$ cat src/rtl/camera_frame_packer.sv
// camera_frame_packer: samples the OV7670 byte stream on PCLK, packs byte
// pairs into RGB565 pixels and writes a tagged 17-bit word stream (start
// frame, start row, pixel, end frame) into the capture FIFO. Frame geometry
// and FIFO overflow are reported through sticky status flags.
module camera_frame_packer #(
   parameter int FRAME_WIDTH  = 640,
   parameter int FRAME_HEIGHT = 480
) (
   input  logic        clk,
   input  logic        reset_n,
   input  logic        enable,
   input  logic        vsync,
   input  logic        href,
   input  logic [7:0]  cam_data,
   input  logic        fifo_full,
   output logic        fifo_wr_en,
   output logic [16:0] fifo_data,
   output logic        frame_done,
   output logic        overflow,
   output logic        geom_err,
   input  logic        clear_status
);

   localparam logic [16:0] WORD_SOF = 17'h10000;
   localparam logic [16:0] WORD_SOR = 17'h10001;
   localparam logic [16:0] WORD_EOF = 17'h1FFFF;
   localparam logic [10:0] COL_MAX  = 11'h7FF;
   localparam logic [9:0]  ROW_MAX  = 10'h3FF;

   typedef enum logic [2:0] {
      S_IDLE,
      S_WAIT_VSYNC,
      S_WAIT_VSYNC_LOW,
      S_WAIT_ROW,
      S_ROW_LO,
      S_ROW_HI,
      S_FRAME_END
   } state_t;

   state_t      state_r, state_nxt_s;
   logic        vs_r, hr_r, vs_d_r, hr_d_r;
   logic [7:0]  d_r, hi_r;
   logic [10:0] col_cnt_r;
   logic [9:0]  row_cnt_r;
   logic        skip_frame_r;

   logic        vs_rise_s, vs_fall_s, hr_rise_s;
   logic        col_bad_s, row_bad_s;
   logic        emit_s, droppable_s, end_word_s;
   logic [16:0] word_s;
   logic        hi_load_s, col_clr_s, col_inc_s, row_clr_s, row_inc_s, geom_set_s;
   logic        attempt_s, wr_s, ovf_set_s;

   assign vs_rise_s = vs_r & ~vs_d_r;
   assign vs_fall_s = ~vs_r & vs_d_r;
   assign hr_rise_s = hr_r & ~hr_d_r;

   // A saturated counter can no longer prove the geometry, so it always mismatches.
   assign col_bad_s = (col_cnt_r == COL_MAX) || (col_cnt_r != 11'(FRAME_WIDTH));
   assign row_bad_s = (row_cnt_r == ROW_MAX) || (row_cnt_r != 10'(FRAME_HEIGHT));

   // Once a frame has lost a word, only the end-frame word is still attempted.
   assign attempt_s = emit_s & ~(droppable_s & skip_frame_r);
   assign wr_s      = attempt_s & ~fifo_full;
   assign ovf_set_s = attempt_s & fifo_full;

   // Input stage: one register on the camera pins plus a delayed copy for edge detection.
   always_ff @(posedge clk or negedge reset_n) begin
      if (!reset_n) begin
         vs_r   <= 1'b0;
         hr_r   <= 1'b0;
         d_r    <= 8'h00;
         vs_d_r <= 1'b0;
         hr_d_r <= 1'b0;
      end else begin
         vs_r   <= vsync;
         hr_r   <= href;
         d_r    <= cam_data;
         vs_d_r <= vs_r;
         hr_d_r <= hr_r;
      end
   end

   // State register.
   always_ff @(posedge clk or negedge reset_n) begin
      if (!reset_n) begin
         state_r <= S_IDLE;
      end else begin
         state_r <= state_nxt_s;
      end
   end

   // Next-state decode and per-cycle emit / counter strobes.
   always_comb begin
      state_nxt_s = state_r;
      emit_s      = 1'b0;
      droppable_s = 1'b0;
      end_word_s  = 1'b0;
      word_s      = 17'h00000;
      hi_load_s   = 1'b0;
      col_clr_s   = 1'b0;
      col_inc_s   = 1'b0;
      row_clr_s   = 1'b0;
      row_inc_s   = 1'b0;
      geom_set_s  = 1'b0;
      case (state_r)
         S_IDLE: begin
            if (enable) begin
               state_nxt_s = S_WAIT_VSYNC;
            end else begin
               state_nxt_s = S_IDLE;
            end
         end
         S_WAIT_VSYNC: begin
            if (vs_r) begin
               state_nxt_s = S_WAIT_VSYNC_LOW;
            end else begin
               state_nxt_s = S_WAIT_VSYNC;
            end
         end
         S_WAIT_VSYNC_LOW: begin
            if (vs_fall_s) begin
               emit_s      = 1'b1;
               word_s      = WORD_SOF;
               row_clr_s   = 1'b1;
               state_nxt_s = S_WAIT_ROW;
            end else begin
               state_nxt_s = S_WAIT_VSYNC_LOW;
            end
         end
         S_WAIT_ROW: begin
            if (vs_rise_s) begin
               state_nxt_s = S_FRAME_END;
            end else if (hr_rise_s) begin
               emit_s      = 1'b1;
               droppable_s = 1'b1;
               word_s      = WORD_SOR;
               hi_load_s   = 1'b1;
               col_clr_s   = 1'b1;
               state_nxt_s = S_ROW_LO;
            end else begin
               state_nxt_s = S_WAIT_ROW;
            end
         end
         S_ROW_LO: begin
            if (vs_rise_s) begin
               geom_set_s  = 1'b1;
               state_nxt_s = S_FRAME_END;
            end else if (hr_r) begin
               emit_s      = 1'b1;
               droppable_s = 1'b1;
               word_s      = {1'b0, hi_r, d_r};
               col_inc_s   = 1'b1;
               state_nxt_s = S_ROW_HI;
            end else begin
               geom_set_s  = 1'b1;
               row_inc_s   = 1'b1;
               state_nxt_s = S_WAIT_ROW;
            end
         end
         S_ROW_HI: begin
            if (vs_rise_s) begin
               geom_set_s  = 1'b1;
               state_nxt_s = S_FRAME_END;
            end else if (hr_r) begin
               hi_load_s   = 1'b1;
               state_nxt_s = S_ROW_LO;
            end else begin
               geom_set_s  = col_bad_s;
               row_inc_s   = 1'b1;
               state_nxt_s = S_WAIT_ROW;
            end
         end
         S_FRAME_END: begin
            emit_s     = 1'b1;
            end_word_s = 1'b1;
            word_s     = WORD_EOF;
            geom_set_s = row_bad_s;
            if (enable) begin
               state_nxt_s = S_WAIT_VSYNC_LOW;
            end else begin
               state_nxt_s = S_IDLE;
            end
         end
         default: begin
            state_nxt_s = S_IDLE;
         end
      endcase
   end

   // Datapath: high byte, saturating counters, registered FIFO port and sticky status.
   always_ff @(posedge clk or negedge reset_n) begin
      if (!reset_n) begin
         hi_r         <= 8'h00;
         col_cnt_r    <= 11'd0;
         row_cnt_r    <= 10'd0;
         skip_frame_r <= 1'b0;
         fifo_wr_en   <= 1'b0;
         fifo_data    <= 17'h00000;
         frame_done   <= 1'b0;
         overflow     <= 1'b0;
         geom_err     <= 1'b0;
      end else begin
         if (hi_load_s) begin
            hi_r <= d_r;
         end
         if (col_clr_s) begin
            col_cnt_r <= 11'd0;
         end else if (col_inc_s && (col_cnt_r != COL_MAX)) begin
            col_cnt_r <= col_cnt_r + 11'd1;
         end
         if (row_clr_s) begin
            row_cnt_r <= 10'd0;
         end else if (row_inc_s && (row_cnt_r != ROW_MAX)) begin
            row_cnt_r <= row_cnt_r + 10'd1;
         end
         if (state_r == S_FRAME_END) begin
            skip_frame_r <= 1'b0;
         end else if (ovf_set_s) begin
            skip_frame_r <= 1'b1;
         end
         fifo_wr_en <= wr_s;
         if (wr_s) begin
            fifo_data <= word_s;
         end
         frame_done <= wr_s & end_word_s;
         overflow   <= ovf_set_s  | (overflow & ~clear_status);
         geom_err   <= geom_set_s | (geom_err & ~clear_status);
      end
   end

endmodule
$ cat config.mk
export PLATFORM = sky130hd
export DESIGN_NAME = camera_frame_packer
export DESIGN_NICKNAME = d
export VERILOG_FILES = /design/src/rtl/camera_frame_packer.sv
export SDC_FILE = /design/constraint.sdc
export NUM_CORES = 1
export LEC_CHECK = 0
export ABC_CLOCK_PERIOD_IN_PS = 2200
export BUFFER_PORTS_ARGS = -buffer_cell sky130_fd_sc_hd__buf_2
export CORE_MARGIN = 1
export CORE_UTILIZATION = 58
export DETAILED_ROUTE_END_ITERATION = 12
export PLACE_DENSITY = 0.75
export SETUP_SLACK_MARGIN = 0.5
export SYNTH_ARGS = -nofsm -noshare
export SYNTH_HDL_FRONTEND = slang
export SYNTH_SLANG_ARGS = --single-unit
$ cat constraint.sdc
create_clock -name clk -period 2.2 [get_ports clk]
set_input_delay 0.44 -clock clk [delete_from_list [all_inputs] [get_ports clk]]
set_output_delay 0.44 -clock clk [all_outputs]
set_load 0.005 [all_outputs]
* After elaboration in Yosys (flattened, before gate mapping) *
Cells that the tools add are included.

operators by class
  muxes and demuxes = 42
  equality and inequality tests = 12
  reductions and logical operators = 9
  add/sub/neg operators = 2
  bitwise logic cells = 18

operators with widths
  operator                                         count
  case mux 17 bit (4 select lines)                 1
  2-to-1 mux 17 bit                                3
  2-to-1 mux 16 bit                                2
  2-to-1 mux 11 bit                                2
  case mux 3 bit (7 select lines)                  1
  2-to-1 mux 10 bit                                2
  2-to-1 mux 1 bit                                 19
  2-to-1 mux 3 bit                                 6
  adder 11 x 1 -> 11 bit, second input constant    1
  == test 11 bit, second input constant            1
  != test 11 x 10 -> 1 bit, second input constant  1
  != test 11 bit, second input constant            1
  adder 10 x 1 -> 10 bit, second input constant    1
  AND 1 bit                                        10
  == test 10 bit, second input constant            1
  != test 10 bit, second input constant            1
  != test 10 x 9 -> 1 bit, second input constant   1
  == test 3 bit, second input constant             3
  == test 3 x 2 -> 1 bit, second input constant    2
  inverter 1 bit                                   6
  nonzero test 2 bit                               3
  2-to-1 mux 2 bit                                 2
  case mux 1 bit (2 select lines)                  2
  case mux 1 bit (4 select lines)                  1
  7 further kinds                                  10

storage, ports and cells
  input port bits = 15
  output and inout bits = 21
  flip-flop bits (word level) = 66
  word-level logic and storage cells = 98

* Longest topological paths before layout *
  word-level depth = 11
  depth in mapped cells = 7
  mapped depth without buffers = 5

* Worst setup path before layout *
Ideal clock, no wire load.

  path kind = register -> register
  start point = register state_r[2]
  end point = register fifo_data[10]
  setup slack = 0.296 ns
  period minus slack after synthesis = 1.904 ns
  data arrival time = 1.824 ns
  cell stages (with the launch flop) = 7
  data required time = 2.121 ns
  buffers on the path = 2
  library setup time = 0.079 ns
  cell sequence = dfrtp_1 > buf_6 > and4bb_1 > nand3_2 > a311oi_4 > buf_8 > mux2i_1

on the way
  longest elaborated chain between the ends = 6
  elaborated cells on any way between the ends = 11
  those cells by class = eq/ne: 4; mux: 3; bitwise: 4

ends and longest elaborated chain
  what                                                            line  source
  start: declaration                                              40    state_t state_r, state_nxt_s;
  start signal: assignment                                        89    state_r <= state_nxt_s;
  == test 3 bit / == test 3 x 2 -> 1 bit (equally long branches)  106   case (state_r)
  case mux 1 bit (2 select lines)                                 106
  AND 1 bit                                                       63    assign attempt_s = emit_s & ~(droppable_s & skip_frame_r);
  inverter 1 bit                                                  63
  AND 1 bit (*)                                                   63
  AND 1 bit (*)                                                   64    assign wr_s = attempt_s & ~fifo_full;
  via wr_s                                                        52    logic attempt_s, wr_s, ovf_set_s;
  end signal: assignment                                          224   fifo_data <= word_s;
  end: declaration                                                17    output logic [16:0] fifo_data,

The timed path passes the listed nets; every way through them passes the cells marked *.
A chain may end at the register's enable or synchronous reset.

* Final worst setup path *
  start point = register state_r[2]
  end point = register fifo_data[12]

on the way
  longest elaborated chain between the ends = 6
  elaborated cells on any way between the ends = 11
  those cells by class = eq/ne: 4; mux: 3; bitwise: 4

ends and longest elaborated chain
  what                                                            line
  == test 3 bit / == test 3 x 2 -> 1 bit (equally long branches)  106
  case mux 1 bit (2 select lines)                                 106
  AND 1 bit                                                       63
  inverter 1 bit                                                  63
  AND 1 bit                                                       63
  AND 1 bit                                                       64

Several ways; a longest one is shown, not always the timed one.

==> results.txt <==
status = finished clean
Final ANT Viol Nets = 0
First DRT Iteration DRCs = 162
Critical Path RT = 2.46 ns
initial antenna violation count = 0
total track usage = 28.81%
pwr dens = 1011 nW/um^2
Sequential Power Share = 41.0%
TritonRoute pass-1 iters = 4
Setup crit start kind = flop
Gate power share = 36.3%
Seq cells post-synth = 66
Initial Util = 61.37%
cell count after synthesis = 301
synth top area cells = dfrtp_1 (51%), mux2i_1 (8.1%), a21oi_1 (3.4%)
sequential fraction of the synthesis area = 51.38%
Vias = 2713
Post-Route WL = 8.205 mm
Reg area = 1660 um^2
cell type with the largest total area after synthesis = dfrtp_1
CORE AREA = 5238 um^2
die width = 76.45 um
worst-path fanout max = 6
CTS tree = yes
IO Count = 36
FFs w/ async S/R, synth = 100.0%
internal power = 2.726 mW
vias in the first global route = 2700
fin crit share = 88.54%
WP data arrival = 2.21 ns
Synth Warn # = 0
final setup fails = 0
CP peak stage delay = 0.43 ns
clock power share = 22.7%
global-route wire length before repair = 12.91 mm
top cell type's share of synthesized area = 51.38%
die area = 5844 um^2
synthesized netlist net count = 320
main flop type after synthesis = dfrtp_1
Rows = 26
clk buf depth = 2
kind of critical path = flop to flop
# diodes = 0
placed insts = 404
Slew @ Worst Pin = 0.5747 ns
fmax = 513.4 MHz
share of layout cells above drive strength 1 = 37.24%
Relative slew margins = 61.15%
multi-input logic area = 1568 um^2
clock latency on the worst-skew pair = 0.36 ns
Setup Total Neg Slack = 0 ns
clock edge transition at the registers on the reported setup and hold paths = 0.08 ns
max-slew violation count = 0
Placer Congestion = 0.9142
remaining global-route overflow = 0
Tmin final = 1.948 ns
post-DR vias/cell = 5.976
crit path cell chain = or2b_4 -> a211o_1 -> a311oi_4 -> buf_6 -> buf_12 -> mux2i_1
critical path endpoint category = flop
NetSw = 1.507 mW
Final HPWL DP = 4.576 mm
final cell count without fillers = 454
DR DRC count = 0
VDD IR-drop max = 829.7 uV
final hold vios = 0
most numerous cell in the Yosys netlist = dfrtp_1
Syn Area/Cell = 10.68 um^2
die span in y = 76.45 um
layout filler cell count = 307
Net Sw Frac = 35.61%
worst hold slack = 0.08091 ns
R2R Setup Slk = 0.25 ns
max-cap violations = 0
Yosys cell types = 55
pin count of the biggest net entering global routing = 67
Sink Count = 66
final worst setup slack = 0.2521 ns
Setup WS pre-CTS = 0.1851 ns
Netlist Area Pre-Place = 3214 um^2
root buf cell = clkbuf_8
worst-path cell with the longest stage delay = dfrtp_2
H-tree depth = 3
IO buf count = 35
routed length per instance = 18.07 um
Final #Nets = 398
Commonest cells post-synth = dfrtp_1 (66), mux2i_1 (26), inv_1 (23), a21oi_1 (22), nand2_1 (19)
Hold Crit Class = primary input to asynchronous set/reset pin
Post-synth EDFFs = 0
Pleak = 1.858 nW
skew final = 0.009856 ns
Syn-to-layout area delta = 30.32%
total CTS buffers = 9
RSZ-0062 raised after global routing = yes
## cells by family after synthesis
logic type | synth area share (%)
adders and majority gates | 1.557
buffers and inverters | 4.982
DFF | 51.38
AOI/OAI and AO/OA | 13.04
muxes | 10.90
and+or+nand+nor | 18.14
## path summary, 6_finish.rpt
path                        startpoint       endpoint  cells after the start
min in group clk           cam_data[6]         d_r[6]                      1
min reg2reg                       vs_r         vs_d_r                      0
max in group asynchronous      reset_n           hr_r                      2
max                         state_r[2]  fifo_data[12]                      6
min                            reset_n   col_cnt_r[5]                      2
max reg2reg                 state_r[2]  fifo_data[12]                      6
## metal layers
| layer | GRT usage, % | part of all wire (%) | up-vias |
|---|---|---|---|
| li1 | - | - | 1252 |
| met5 | 0 | 0 | - |
| met1 | 34.56 | 41 | 1359 |
| met4 | 10.19 | 2.9 | 0 |
| met2 | 49.91 | 51 | 83 |
| met3 | 7.545 | 4.5 | 19 |
## state kept, by name, indices dropped and copies added, names as in the netlist, 3 cells and up
signal     cells
col_cnt_r     11
d_r            8
fifo_data     17
hi_r           8
row_cnt_r     10
state_r        3
## layout by cell type (no fill, tap or decap), drive strengths merged, types with 6 or more instances in the layout
cell type	synthesis	final
a21oi	22	22
a31oi	7	7
and3	7	7
buf	6	78
clkbuf	6	10
dfrtp	66	66
inv	23	28
mux2	8	8
mux2i	26	26
nand2	19	19
nand3	18	18
nand4	6	6
nor2	8	8
nor3	10	10
o21ai	9	9
## power by group through the flow
stage | combinational [mW] | sequential (mW) | clock [mW]
finish | 1.53 | 1.74 | 0.963
CTS | 1.32 | 1.73 | 0.976
global route | 1.66 | 1.78 | 1.03
detailed placement | 1.03 | 1.77 | 0
global placement | 0.989 | 1.77 | 0
floorplan | 0.735 | 1.70 | 0
## worst max-delay path, delay by kind of cell, from the launching register on
family | cells | cell delay (ns)
AO/OA/AOI/OAI | 2 | 0.59
flip-flops | 1 | 0.43
AND/OR/NAND/NOR | 1 | 0.31
buffers and inverters | 2 | 0.30
multiplexers | 1 | 0.22
## cell type report
type,instances,area share [%]
clock buffers,9,2.957
clock inverters,7,1.404
inverters,23,2.061
multi-input cells,200,37.43
flip-flops and latches,66,39.64
well taps,70,2.091
repair buffers,79,14.43
## stage by stage
| step | total power, mW | cell area, um^2 | utilization, % |
|---|---|---|---|
| 2_1_floorplan | 2.436 | 3228 | - |
| 3_3_place_gp | 2.757 | 3516 | 67.13 |
| 3_5_place_dp | 2.805 | 3516 | 67.13 |
| 4_1_cts | 4.021 | 3985 | 76.09 |
| 5_1_grt | 4.462 | 4189 | 79.98 |
| 6_report | 4.233 | 4189 | 79.98 |
## repair_timing
action,in CTS,in global routing
pin swaps,4,16
endpoints found under the setup margin,41,43
resized for setup,21,33
gates cloned,2,1
hold buffers,0,0
buffers inserted,23,8
hold endpoints to repair,0,0
(Power assumes the default switching activity.)
